[config.mk]
export PLATFORM = sky130hd
export DESIGN_NAME = aes_eth_tx_framer
export DESIGN_NICKNAME = d
export VERILOG_FILES = /design/src/rtl/aes_eth_tx_framer.sv
export SDC_FILE = /design/constraint.sdc
export NUM_CORES = 1
export LEC_CHECK = 0
export CAP_MARGIN = 20
export CORE_UTILIZATION = 55
export DETAILED_ROUTE_END_ITERATION = 10
export PLACE_DENSITY = 0.86
export SLEW_MARGIN = 20
export SYNTH_ARGS = -nofsm -noshare
export SYNTH_HDL_FRONTEND = slang
export SYNTH_SLANG_ARGS = --single-unit
[constraint.sdc]
create_clock -name clk -period 24.9 [get_ports clk]
set_input_delay 4.98 -clock clk [delete_from_list [all_inputs] [get_ports clk]]
set_output_delay 4.98 -clock clk [all_outputs]
set_load 0.02 [all_outputs]
[src/rtl/aes_eth_tx_framer.sv]
// AES ciphertext to Avalon-ST framer: prepends a padded MAC header to
// each run of 128-bit blocks and emits them as 32-bit TSE words.
module aes_eth_tx_framer #(
  parameter int AES_DATA_WIDTH    = 128,
  parameter int MAC_STREAM_WIDTH  = 32,
  parameter int MAX_BLOCKS        = 64,
  parameter int WORD_COUNTER_SIZE = 8
) (
  input  logic                        clk,
  input  logic                        rst,
  input  logic [47:0]                 src_mac,
  input  logic [47:0]                 dst_mac,
  input  logic [AES_DATA_WIDTH-1:0]   in_data,
  input  logic                        in_valid,
  input  logic                        in_last,
  output logic                        in_ready,
  output logic [MAC_STREAM_WIDTH-1:0] out_data,
  output logic                        out_valid,
  input  logic                        out_ready,
  output logic                        out_sop,
  output logic                        out_eop,
  output logic [1:0]                  out_empty,
  output logic [31:0]                 frame_cnt
);

  typedef enum logic [1:0] {
    S_IDLE,
    S_HDR,
    S_PAY,
    S_WAIT
  } state_t;

  state_t                         r_state;
  logic [1:0]                     r_idx;
  logic [WORD_COUNTER_SIZE-1:0]   r_cnt;
  logic [AES_DATA_WIDTH-1:0]      r_blk;
  logic                           r_last;
  logic [47:0]                    r_src;
  logic [47:0]                    r_dst;
  logic [31:0]                    r_frames;

  logic                           w_end;
  logic                           w_ihs;
  logic                           w_ohs;
  logic [127:0]                   w_hdr;
  logic [127:0]                   w_unit;

  assign w_end = r_last ||
    (r_cnt == WORD_COUNTER_SIZE'(MAX_BLOCKS));
  assign w_hdr = {16'h0000, r_dst, r_src, 16'h0800};
  assign w_unit = (r_state == S_HDR) ? w_hdr : r_blk;
  assign w_ihs = in_valid && in_ready;
  assign w_ohs = out_valid && out_ready;

  // Only in_ready looks at a live input (out_ready); the rest is Moore.
  always_comb begin
    in_ready = 1'b0;
    if (!rst) begin
      unique case (r_state)
        S_IDLE:  in_ready = 1'b1;
        S_WAIT:  in_ready = 1'b1;
        S_PAY:   in_ready = (r_idx == 2'd3) && out_ready && !w_end;
        default: in_ready = 1'b0;
      endcase
    end
  end

  assign out_valid = (r_state == S_HDR) || (r_state == S_PAY);
  assign out_data  = out_valid ? w_unit[{~r_idx, 5'd0} +: 32] : '0;
  assign out_sop   = (r_state == S_HDR) && (r_idx == 2'd0);
  assign out_eop   = (r_state == S_PAY) && (r_idx == 2'd3) && w_end;
  assign out_empty = 2'd0;
  assign frame_cnt = r_frames;

  always_ff @(posedge clk or posedge rst) begin
    if (rst) begin
      r_state  <= S_IDLE;
      r_idx    <= 2'd0;
      r_cnt    <= '0;
      r_blk    <= '0;
      r_last   <= 1'b0;
      r_src    <= '0;
      r_dst    <= '0;
      r_frames <= '0;
    end else begin
      unique case (r_state)
        S_IDLE: begin
          if (w_ihs) begin
            r_blk   <= in_data;
            r_last  <= in_last;
            r_src   <= src_mac;
            r_dst   <= dst_mac;
            r_cnt   <= WORD_COUNTER_SIZE'(1);
            r_idx   <= 2'd0;
            r_state <= S_HDR;
          end
        end
        S_HDR: begin
          if (w_ohs) begin
            r_idx <= r_idx + 2'd1;
            if (r_idx == 2'd3) r_state <= S_PAY;
          end
        end
        S_PAY: begin
          if (w_ohs) begin
            r_idx <= r_idx + 2'd1;
            if (r_idx == 2'd3) begin
              if (w_end) begin
                r_frames <= r_frames + 32'd1;
                r_state  <= S_IDLE;
              end else if (w_ihs) begin
                r_blk  <= in_data;
                r_last <= in_last;
                r_cnt  <= r_cnt + 1'b1;
              end else begin
                r_state <= S_WAIT;
              end
            end
          end
        end
        S_WAIT: begin
          if (w_ihs) begin
            r_blk   <= in_data;
            r_last  <= in_last;
            r_cnt   <= r_cnt + 1'b1;
            r_idx   <= 2'd0;
            r_state <= S_PAY;
          end
        end
        default: r_state <= S_IDLE;
      endcase
    end
  end

endmodule

==> summary.md <==
For the net count reported at finish, the log shows 1415. The initialized floorplan defines 56 standard-cell rows. The cell sitting at the root of the clock tree is a sky130_fd_sc_hd__clkbuf_16. The count of nets left with antenna violations once routing finished came out at 0.

By count the netlist is led by sky130_fd_sc_hd__dfrtp_1 (269), sky130_fd_sc_hd__mux2_4 (140), sky130_fd_sc_hd__mux2_2 (108), sky130_fd_sc_hd__nor2_1 (48), sky130_fd_sc_hd__mux4_2 (32). The run gives 33800 um as the final routed wirelength across all metal layers. The run gives 12.2 ps as the worst clock skew. The signal on the critical path passes through clkdlybuf4s50_1, nand4_1, a211oi_1, clkdlybuf4s50_1. Among the stages of the critical path, the cell type that occurs most often is sky130_fd_sc_hd__clkdlybuf4s50_1. The number of antenna violations at the first check in global routing was 4; the number of warnings issued by yosys was 0.

By area, the combinational part of the netlist is dominated by multiplexers. The height of the die is 157 um, and the synthesized-area fraction occupied by xor and xnor cells is 0.0219. Each instance of the synthesized netlist takes up on average 14.8 um^2.

The floorplan step defined a die boundary enclosing 24600 um^2. The clock slew at the register clock pins of the worst setup and hold paths was 60 ps. The logs give 299 for the count of pins on the block boundary and 892 for the gate count of the mapped netlist. The number of flops mapped to enable cells by yosys came out at 0. The number of H-tree levels is 1, and the maximum fanout encountered on the critical timing path is 6. In this run, post-CTS repair resized a total of 0 instances. Global-route total usage across every layer: 0.279.

The leakage component of the power was 7.47 nW; the horizontal die dimension was 157 um. The largest incremental delay on the critical path is 680 ps, and the total power per unit cell area is 117 nW/um^2. Setup violations remaining at the end of the flow were counted as 0. For the detailed-placement wirelength estimate, the log shows 22600 um. Fraction of final layout cells with drive strength greater than 1: 0.292. The number of pins exceeding their max-slew limit in the final report is 0, and the fraction of the mapped netlist area in compound gates is 0.0376. Entering global routing, the biggest net connects 138 pins. TritonCTS built the clock tree. In this run the power spent charging and discharging nets is 0.642 mW. Area fraction of the dominant cell type after synthesis: 0.510. The first detailed-routing pass ran for 6 iterations. The cell area after layout was 17100 um^2; the final critical-path share of the clock period was 0.469. In this run the worst hold path is classified as reg -> reg.

VDD sags by at most 0.0721 mV. The async set-reset flop share out of synthesis was 1.00. The setup total negative slack came out at 0 ps. The run finished with clean final reports. For the maximum frequency from static timing analysis, the log shows 85.7 MHz. The quantity of I/O buffers inserted on ports was 296; the via count of the routed design was 8686.

The worst setup path is of the in -> out kind. The run gives 29 as the TritonCTS buffer count. The final weighted congestion in routability-driven placement was 0.801. Summed over all layers, the global routing overflow is 0. The most repeated cell in the gate-level netlist after synthesis is sky130_fd_sc_hd__dfrtp_1. The worst max-slew margin expressed relative to the limit was 0.308.

Max-cap violations in this run came to 0. In this run the deepest clock path goes through 3 buffers. The region available for standard cell placement spans 23500 um^2. The synthesized-area fraction occupied by adder cells works out to 0.00853. The leading area contributor after synthesis was sky130_fd_sc_hd__dfrtp_1.

After synthesis, the cell types taking the most area are sky130_fd_sc_hd__dfrtp_1 (51%), sky130_fd_sc_hd__mux2_4 (16%), sky130_fd_sc_hd__mux2_2 (9.2%), sky130_fd_sc_hd__mux4_2 (5.5%), sky130_fd_sc_hd__a221oi_1 (2.1%). The number of global-route vias before repair is 9396. The logs give 19920 ps for the worst path required time and 0.562 for the initial core utilization. The worst path in the final design needs a cycle of 11670 ps, including I/O delays and setup. The arrival time of data at the critical path endpoint came out at 6690 ps. The clock network latency to the later pin of the worst-skew pair is 550 ps, and the count of fill cells added during filler insertion is 1538. The layout overhead on the synthesized area works out to 29.8%. The netlist uses 59 different library cells. Summing all placed instances gives a cell area of 16200 um^2. The largest individual stage delay along the critical path comes from the cell sky130_fd_sc_hd__clkdlybuf4s50_1.

Switching fraction of total power: 0.320. The combined area of all synthesized cells is 13200 um^2, and the routed length per instance is 22.2 um. After synthesis the netlist holds a flip-flop and latch count of 269. Once the clock tree was built, the setup fixing pass inserted 0 buffers. The logs give 0 for the final count of hold timing violations and 0 for the DRC violations left. The most instantiated flip-flop cell in the synthesis netlist is sky130_fd_sc_hd__dfrtp_1. For this design, the CTS-stage hold fixing added 0 buffers.

For the pin with the worst max-slew slack, the measured transition is 1040 ps. The sequential fraction of design power was 0.379; the TritonCTS sink count was 269. The worst setup path is captured at an output port. The tools report the power share of the combinational group as 0.420. Sequential-to-total area share from yosys stat: 0.510.

The run gives 0.202 as the part of the power in the clock network. The multiplexer fraction of the synthesized cell area is 0.315, and the wire length of the first global-routing pass is 52300 um. The simple-gate area share of the yosys netlist is 0.0684. Initial DRC count: 526. The worst setup path is launched from a primary input. Setup repair after global routing left no endpoint under its margin. In the routed layout, each cell is associated on average with a via count of 5.71. The internal power summed over all cells came out at 1.37 mW.
metal layers:
layer / share of wire / routed length [um] / vias up / track usage
met5: 0 / 0 / - / 0
met4: 0.046 / 1570 / 0 / 0.133
met3: 0.065 / 2200 / 83 / 0.0691
met2: 0.48 / 16300 / 331 / 0.450
met1: 0.41 / 13700 / 4431 / 0.353
li1: - / - / 3841 / -
registers in the layout, summed over array words and instances, names as in the netlist:
signal,flops
r_dst,48
r_last,1
r_idx,2
r_src,48
r_cnt,8
frame_cnt,32
r_blk,128
r_state,2
power by group through the flow:
stage	clock [mW]	sequential, mW	combinational [mW]
6_report	0.405	0.760	0.842
5_1_grt	0.429	0.778	0.896
4_1_cts	0.410	0.756	0.847
3_5_place_dp	0	0.756	0.840
3_3_place_gp	0	0.745	0.820
2_1_floorplan	0	0.703	0.655
layout make-up:
class                           instances  area [um^2]  area share
Antenna cell                            6         15.0    0.000877
Clock inverter                          8         46.3     0.00270
Multi-Input combinational cell        559         5990       0.350
Clock buffer                           43          838      0.0490
Tap cell                              319          399      0.0233
Timing Repair Buffer                  309         3060       0.179
Sequential cell                       269         6730       0.393
Inverter                                9         41.3     0.00241
stage by stage:
stage | utilization | hold WS (ps) | setup slack (ps) | power [mW] | std cells
2_1_floorplan | - | 459 | 12510 | 1.36 | 893
5_1_grt | 0.729 | 496 | 13200 | 2.10 | 1520
6_report | 0.730 | 467 | 13230 | 2.01 | 1522
4_1_cts | 0.729 | 474 | 13230 | 2.01 | 1516
3_5_place_dp | 0.691 | 461 | 13230 | 1.60 | 1465
3_3_place_gp | 0.691 | 461 | 13340 | 1.56 | 1465
worst paths after layout:
path | start | end | slack [ps] | depth (start not counted)
setup / recovery | out_ready | in_ready | 13230 | 4
hold / removal | frame_cnt[31] | frame_cnt[31] | 470 | 1
setup reg to reg | r_state[1] | r_dst[29] | 20500 | 9
hold reg to reg | frame_cnt[31] | frame_cnt[31] | 470 | 1
max in group asynchronous | rst | r_src[5] | 18310 | 3
min in group asynchronous | rst | r_blk[9] | 5180 | 2
worst max-delay path, delay by kind of cell:
family                 cells  cell delay, ps
AOI/OAI and AO/OA          1             330
buffers and inverters      2            1240
and+or+nand+nor            1             140
kinds of logic after synthesis:
| family | Yosys count |
|---|---|
| AND/OR/NAND/NOR | 163 |
| buffers and inverters | 65 |
| XOR/XNOR | 33 |
| AO/OA/AOI/OAI | 61 |
| multiplexers | 291 |
| flip-flops | 269 |
| other | 1 |
| adder cells (fa/ha/maj) | 9 |
cells in the final DEF, fill, tap and decap left out, drive strengths merged, types with 8 or more instances in the layout:
| cell | count |
|---|---|
| clkdlybuf4s50 | 296 |
| dfrtp | 269 |
| mux2 | 258 |
| nor2 | 48 |
| clkbuf | 43 |
| mux4 | 32 |
| a221oi | 31 |
| nor3b | 31 |
| xnor2 | 25 |
| nand2 | 23 |
| nand3 | 17 |
| buf | 13 |
| nand4 | 12 |
| o21ai | 12 |
| ha | 9 |
| xor2 | 8 |
| inv | 8 |
| clkinv | 8 |
Note: power is estimated with default switching activity, not from simulation.
